**src/rtl/decode_pipe.sv**
```systemverilog
// Decode stage: register file with writeback bypass, RV32I immediate generation
// and a registered ID/EX stage with valid/ready handshake, flush and load-use interlock.
module decode_pipe #(
  parameter  int unsigned XLEN     = 32,
  parameter  int unsigned NUM_REGS = 32,
  localparam int unsigned REG_AW   = $clog2(NUM_REGS)
) (
  input  logic              clk,
  input  logic              reset,
  input  logic              i_valid,
  output logic              o_ready,
  input  logic [31:0]       i_inst,
  input  logic [XLEN-1:0]   i_pc,
  input  logic [XLEN-1:0]   i_pc_inc,
  input  logic              i_flush,
  input  logic              i_wb_en,
  input  logic [REG_AW-1:0] i_wb_rd,
  input  logic [XLEN-1:0]   i_writeback,
  input  logic              i_ex_ready,
  output logic              o_decode_valid,
  output logic [31:0]       o_decode_inst,
  output logic [XLEN-1:0]   o_decode_pc,
  output logic [XLEN-1:0]   o_decode_pc_inc,
  output logic [XLEN-1:0]   o_decode_data_1,
  output logic [XLEN-1:0]   o_decode_data_2,
  output logic [XLEN-1:0]   o_decode_immediate,
  output logic [REG_AW-1:0] o_decode_rd,
  output logic              o_decode_reg_wr_en,
  output logic              o_decode_mem_read,
  output logic              o_decode_mem_write,
  output logic [2:0]        o_decode_load_store_mode,
  output logic              o_decode_illegal
);
  localparam logic [6:0] OP_LOAD   = 7'b0000011;
  localparam logic [6:0] OP_IMM    = 7'b0010011;
  localparam logic [6:0] OP_AUIPC  = 7'b0010111;
  localparam logic [6:0] OP_STORE  = 7'b0100011;
  localparam logic [6:0] OP_REG    = 7'b0110011;
  localparam logic [6:0] OP_LUI    = 7'b0110111;
  localparam logic [6:0] OP_BRANCH = 7'b1100011;
  localparam logic [6:0] OP_JALR   = 7'b1100111;
  localparam logic [6:0] OP_JAL    = 7'b1101111;

  logic [XLEN-1:0]   rf [NUM_REGS];
  logic [6:0]        opcode;
  logic [4:0]        rd_f, rs1_f, rs2_f;
  logic [31:0]       imm32;
  logic              known, wr_rd, use1, use2, is_ld, is_st, bad_idx, illegal;
  logic              dec_wr_en, dec_mem_rd, dec_mem_wr;
  logic [2:0]        dec_mode;
  logic [XLEN-1:0]   imm_x, rdata1, rdata2;
  logic [REG_AW-1:0] rs1_idx, rs2_idx;
  logic              wb_hit, hazard, advance;

  assign opcode  = i_inst[6:0];
  assign rd_f    = i_inst[11:7];
  assign rs1_f   = i_inst[19:15];
  assign rs2_f   = i_inst[24:20];
  assign rs1_idx = rs1_f[REG_AW-1:0];
  assign rs2_idx = rs2_f[REG_AW-1:0];

  // Format decode: immediate layout and which register fields are live
  always_comb begin
    imm32 = '0;
    known = 1'b1;
    wr_rd = 1'b0;
    use1  = 1'b0;
    use2  = 1'b0;
    is_ld = 1'b0;
    is_st = 1'b0;
    case (opcode)
      OP_IMM, OP_JALR: begin
        imm32 = {{20{i_inst[31]}}, i_inst[31:20]};
        wr_rd = 1'b1;
        use1  = 1'b1;
      end
      OP_LOAD: begin
        imm32 = {{20{i_inst[31]}}, i_inst[31:20]};
        wr_rd = 1'b1;
        use1  = 1'b1;
        is_ld = 1'b1;
      end
      OP_STORE: begin
        imm32 = {{20{i_inst[31]}}, i_inst[31:25], i_inst[11:7]};
        use1  = 1'b1;
        use2  = 1'b1;
        is_st = 1'b1;
      end
      OP_BRANCH: begin
        imm32 = {{19{i_inst[31]}}, i_inst[31], i_inst[7], i_inst[30:25], i_inst[11:8], 1'b0};
        use1  = 1'b1;
        use2  = 1'b1;
      end
      OP_LUI, OP_AUIPC: begin
        imm32 = {i_inst[31:12], 12'b0};
        wr_rd = 1'b1;
      end
      OP_JAL: begin
        imm32 = {{11{i_inst[31]}}, i_inst[31], i_inst[19:12], i_inst[20], i_inst[30:21], 1'b0};
        wr_rd = 1'b1;
      end
      OP_REG: begin
        wr_rd = 1'b1;
        use1  = 1'b1;
        use2  = 1'b1;
      end
      default: known = 1'b0;
    endcase
  end

  // Register indices beyond the implemented file (RV32E) are illegal
  assign bad_idx = (wr_rd && (32'(rd_f)  >= NUM_REGS)) ||
                   (use1  && (32'(rs1_f) >= NUM_REGS)) ||
                   (use2  && (32'(rs2_f) >= NUM_REGS));
  assign illegal    = ~known | bad_idx;
  assign dec_wr_en  = wr_rd & (rd_f != 5'd0) & ~illegal;
  assign dec_mem_rd = is_ld & ~illegal;
  assign dec_mem_wr = is_st & ~illegal;
  assign dec_mode   = (dec_mem_rd | dec_mem_wr) ? i_inst[14:12] : 3'b000;
  assign imm_x      = XLEN'($signed(imm32));

  // Read ports with same-cycle writeback bypass
  assign wb_hit = i_wb_en && (i_wb_rd != '0);
  assign rdata1 = (rs1_f == 5'd0) ? '0 :
                  (wb_hit && (i_wb_rd == rs1_idx)) ? i_writeback : rf[rs1_idx];
  assign rdata2 = (rs2_f == 5'd0) ? '0 :
                  (wb_hit && (i_wb_rd == rs2_idx)) ? i_writeback : rf[rs2_idx];

  assign hazard = o_decode_valid & o_decode_mem_read & (o_decode_rd != '0) & i_valid &
                  ((use1 & (rs1_f == 5'(o_decode_rd))) | (use2 & (rs2_f == 5'(o_decode_rd))));
  assign advance = ~o_decode_valid | i_ex_ready;
  assign o_ready = advance & ~hazard;

  always_ff @(posedge clk or negedge reset) begin
    if (!reset) begin
      for (int i = 0; i < int'(NUM_REGS); i++) rf[i] <= '0;
    end else if (wb_hit) begin
      rf[i_wb_rd] <= i_writeback;
    end
  end

  // ID/EX register: flush beats advance beats stall; a stalled entry snoops writeback
  always_ff @(posedge clk or negedge reset) begin
    if (!reset) begin
      o_decode_valid           <= 1'b0;
      o_decode_inst            <= '0;
      o_decode_pc              <= '0;
      o_decode_pc_inc          <= '0;
      o_decode_data_1          <= '0;
      o_decode_data_2          <= '0;
      o_decode_immediate       <= '0;
      o_decode_rd              <= '0;
      o_decode_reg_wr_en       <= 1'b0;
      o_decode_mem_read        <= 1'b0;
      o_decode_mem_write       <= 1'b0;
      o_decode_load_store_mode <= '0;
      o_decode_illegal         <= 1'b0;
    end else if (i_flush) begin
      o_decode_valid <= 1'b0;
    end else if (advance) begin
      if (i_valid && !hazard) begin
        o_decode_valid           <= 1'b1;
        o_decode_inst            <= i_inst;
        o_decode_pc              <= i_pc;
        o_decode_pc_inc          <= i_pc_inc;
        o_decode_data_1          <= rdata1;
        o_decode_data_2          <= rdata2;
        o_decode_immediate       <= imm_x;
        o_decode_rd              <= rd_f[REG_AW-1:0];
        o_decode_reg_wr_en       <= dec_wr_en;
        o_decode_mem_read        <= dec_mem_rd;
        o_decode_mem_write       <= dec_mem_wr;
        o_decode_load_store_mode <= dec_mode;
        o_decode_illegal         <= illegal;
      end else begin
        o_decode_valid <= 1'b0;
      end
    end else if (wb_hit) begin
      if (5'(i_wb_rd) == o_decode_inst[19:15]) o_decode_data_1 <= i_writeback;
      if (5'(i_wb_rd) == o_decode_inst[24:20]) o_decode_data_2 <= i_writeback;
    end
  end
endmodule

```
**config.mk**
```make
export PLATFORM = sky130hd
export DESIGN_NAME = decode_pipe
export DESIGN_NICKNAME = d
export VERILOG_FILES = /design/src/rtl/decode_pipe.sv
export SDC_FILE = /design/constraint.sdc
export NUM_CORES = 2
export LEC_CHECK = 0
export ABC_AREA = 0
export BUFFER_PORTS_ARGS = -buffer_cell sky130_fd_sc_hd__buf_2
export CELL_PAD_IN_SITES_DETAIL_PLACEMENT = 1
export CELL_PAD_IN_SITES_GLOBAL_PLACEMENT = 1
export CORE_ASPECT_RATIO = 1.25
export CORE_UTILIZATION = 38
export CTS_BUF_LIST = sky130_fd_sc_hd__clkbuf_16
export CTS_CLUSTER_DIAMETER = 150
export CTS_CLUSTER_SIZE = 24
export DETAILED_ROUTE_END_ITERATION = 7
export PLACE_DENSITY_LB_ADDON = 0.1
export RECOVER_POWER = 50
export REMOVE_ABC_BUFFERS = 1
export SYNTH_ARGS = -nofsm -noshare
export SYNTH_HDL_FRONTEND = slang
export SYNTH_SLANG_ARGS = --single-unit
```
**constraint.sdc**
```tcl
create_clock -name clk -period 7.18 [get_ports clk]
set_clock_uncertainty 0.2 [all_clocks]
set_input_delay 0.359 -clock clk [delete_from_list [all_inputs] [get_ports clk]]
set_output_delay 0.359 -clock clk [all_outputs]
set_load 0.005 [all_outputs]
```
==> out/qor.txt <==
status: finished with violations
failing checks: capacitance limit, slew limit
busiest grt layer: met2
sequential share of the synthesized area: 0.488
final net count: 4346
Final WS setup: 2.66 ns
Worst EP required: 7.58 ns
Die Ht: 457 um
most frequent cells in the layout: dfrtp_1 (1224), mux2_2 (1026), mux4_2 (544)
Pins Over Slew Limit: 473
Post-Route WL: 211 mm
hold_buf cts: 95
startpoint types: input port
Area Growth Syn to Fin: 9.09%
Synth area leaders: dfrtp_1 (49%), mux4_2 (20%), mux2_2 (18%)
DP Worst Slack: 3.40 ns
Final Critical Period: 4.52 ns
global-route wire length before repair: 310 mm
Die ar.: 0.167 mm2
GR Util met2: 0.417
PD cells: 246 mW/mm2
Slew Limit Headroom: -1.45
Main synth FF type: dfrtp_1
Post-Syn Area: 0.0628 mm2
switch share: 0.289
Post-synth EDFFs: 0
vias in the first global route: 41400
CP peak stage delay: 2.50 ns
crit end category: flip-flop
hpwl dp: 116 mm
ANT nets after route: 0
CTS max path bufs: 3
Avg Inst Size Synth: 15.4 um2
Async SR Flop Fraction: 1.00
met3 usage: 0.0313
post-synthesis register bit count: 1224
Pre-Repair DR Iteration Count: 5
worst slew pin tran: 3.67 ns
initial antenna violation count: 14
Post-CTS Setup Inserts: 0
cells along the critical path: clkbuf_1 > nor3b_1 > clkbuf_1 > nand2_1 > clkbuf_1 > mux2_2
RSZ-0062 raised after global routing: false
Synth Instances: 4084
final period utilization: 0.630
yosys warns: 0
GPL Wtd Cong: 0.736
internal power: 0.0120 W
CTS buffer count: 56
core area: 0.164 mm2
critical path class: in -> reg
post-synth top area cell: dfrtp_1
cell mode on critical path: clkbuf_1
CTS root buffer: clkbuf_16
Ports: 345
Combinational Power Share: 0.234
leakage: 29.3 nW
pin count of the biggest net entering global routing: 163
crit path DAT: 4.92 ns
layout cells sized above 1: 0.455
die width: 366 um
clock sink total: 1224
Remaining Overflow, GRT: 0
maximum VDD drop: 0.203 mV
post-synth top area share: 0.488
switching pwr: 0.00487 W
FP Rows: 166
IO Port Bufs: 344
clk_lat worst skew: 0.72 ns
sequential power share: 0.544
post-cts sizing count: 0
depth of the CTS H-tree: 2
final hold vios: 0
cell with the largest stage delay on the worst path: clkbuf_1
most common cell after layout, fill and taps aside: dfrtp_1
1st-iter DRT viols: 2603
Vias/cell: 6.03
HP Class: in -> reg
routed len/inst: 33.0 um
Fin Setup TNS: 0 ns
clk slew on worst S/H paths: 0.10 ns
DRC: 0
GRT Total Usage: 0.255
CP Max Fanout: 23
met1 Usage GRT: 0.356
Peak Freq: 0.221 GHz
Initial Utilization: 0.383
Clk network pwr share: 0.221
CTS tree: yes
MaxCap Viol Count: 19
endpoints failing setup: 0
vias: 38600
Unique masters post-synth: 50
-- final cells by class --
cell class                 instances  area (um2)
timing repair buffer             515        3250
tap                             2184        2730
multi-input combinational       2387       30400
antenna                            5        12.5
clock buffer                      57        1430
sequential                      1224       30600
fill                           16200       95400
inverter                          23        87.6
-- metrics by stage --
step	hold slack [ns]	cells	power, W	util	instance area [um2]
final	0.0836	6395	0.0168	0.418	68500
after floorplan	-0.137	3634	0.0116	-	60900
after global routing	0.0804	6393	0.0177	0.418	68500
after detailed placement	0.183	6238	0.0133	0.406	66500
after CTS	0.0212	6390	0.0171	0.420	68900
after global placement	0.177	6238	0.0131	0.406	66500
-- cell usage after synthesis (6+ instances only) --
cell type / count
buf_1: 58
a21oi_1: 17
mux2_2: 1026
xor2_1: 16
xnor2_1: 14
nand4_1: 35
buf_4: 6
mux4_2: 544
inv_1: 22
o21ai_0: 9
nand2_1: 144
nand3_1: 8
a22oi_1: 128
clkbuf_1: 279
a2111oi_0: 17
nor2_1: 29
mux2i_1: 164
a221o_1: 16
o21ai_1: 16
nor2b_1: 7
buf_6: 14
mux2_1: 145
dfrtp_1: 1224
buf_2: 93
-- power groups by stage --
stage	Clock, W	Combinational, W	Sequential (W)
2_1_floorplan	0	0.00267	0.00892
3_3_place_gp	0	0.00391	0.00923
3_5_place_dp	0	0.00399	0.00929
4_1_cts	0.00391	0.00404	0.00915
5_1_grt	0.00408	0.00428	0.00936
6_report	0.00373	0.00395	0.00917
-- registers in the layout, indices dropped and copies added (netlist names) --
register / flops
o_decode_mem_write: 1
o_decode_load_store_mode: 3
o_decode_pc: 32
o_decode_reg_wr_en: 1
o_decode_data_2: 32
o_decode_immediate: 32
o_decode_illegal: 1
o_decode_inst: 32
rf: 1024
o_decode_pc_inc: 32
o_decode_mem_read: 1
o_decode_valid: 1
o_decode_data_1: 32
-- per-layer routing --
layer / up-vias / wire length, um
met5: - / 47
met4: 8 / 6440
met3: 251 / 10000
met2: 1016 / 101000
met1: 21500 / 92900
li1: 15800 / -
-- cell families after synthesis --
group,synth area share
mux,0.431
simple gates,0.0191
xor+xnor,0.00418
flops,0.488
compound gates,0.0257
buf+inv,0.0322
-- worst paths after layout --
kind	slack, ns	startpoint	endpoint	cells past startpoint
min in group asynchronous	1.14	reset	o_decode_pc[27]	2
setup reg to reg	4.08	o_decode_inst[8]	o_decode_data_1[0]	6
hold reg to reg	0.20	rf[998]	rf[998]	0
max in group asynchronous	2.72	reset	rf[652]	3
setup / recovery	2.66	i_wb_rd[4]	rf[391]	6
hold / removal	0.08	i_writeback[29]	rf[413]	2
-- worst max-delay path: cells and delay by family --
family | cells | cell delay, ns
buf+inv | 3 | 2.98
simple gates | 2 | 1.00
mux | 1 | 0.49
Note: power is estimated with default switching activity, not from simulation.
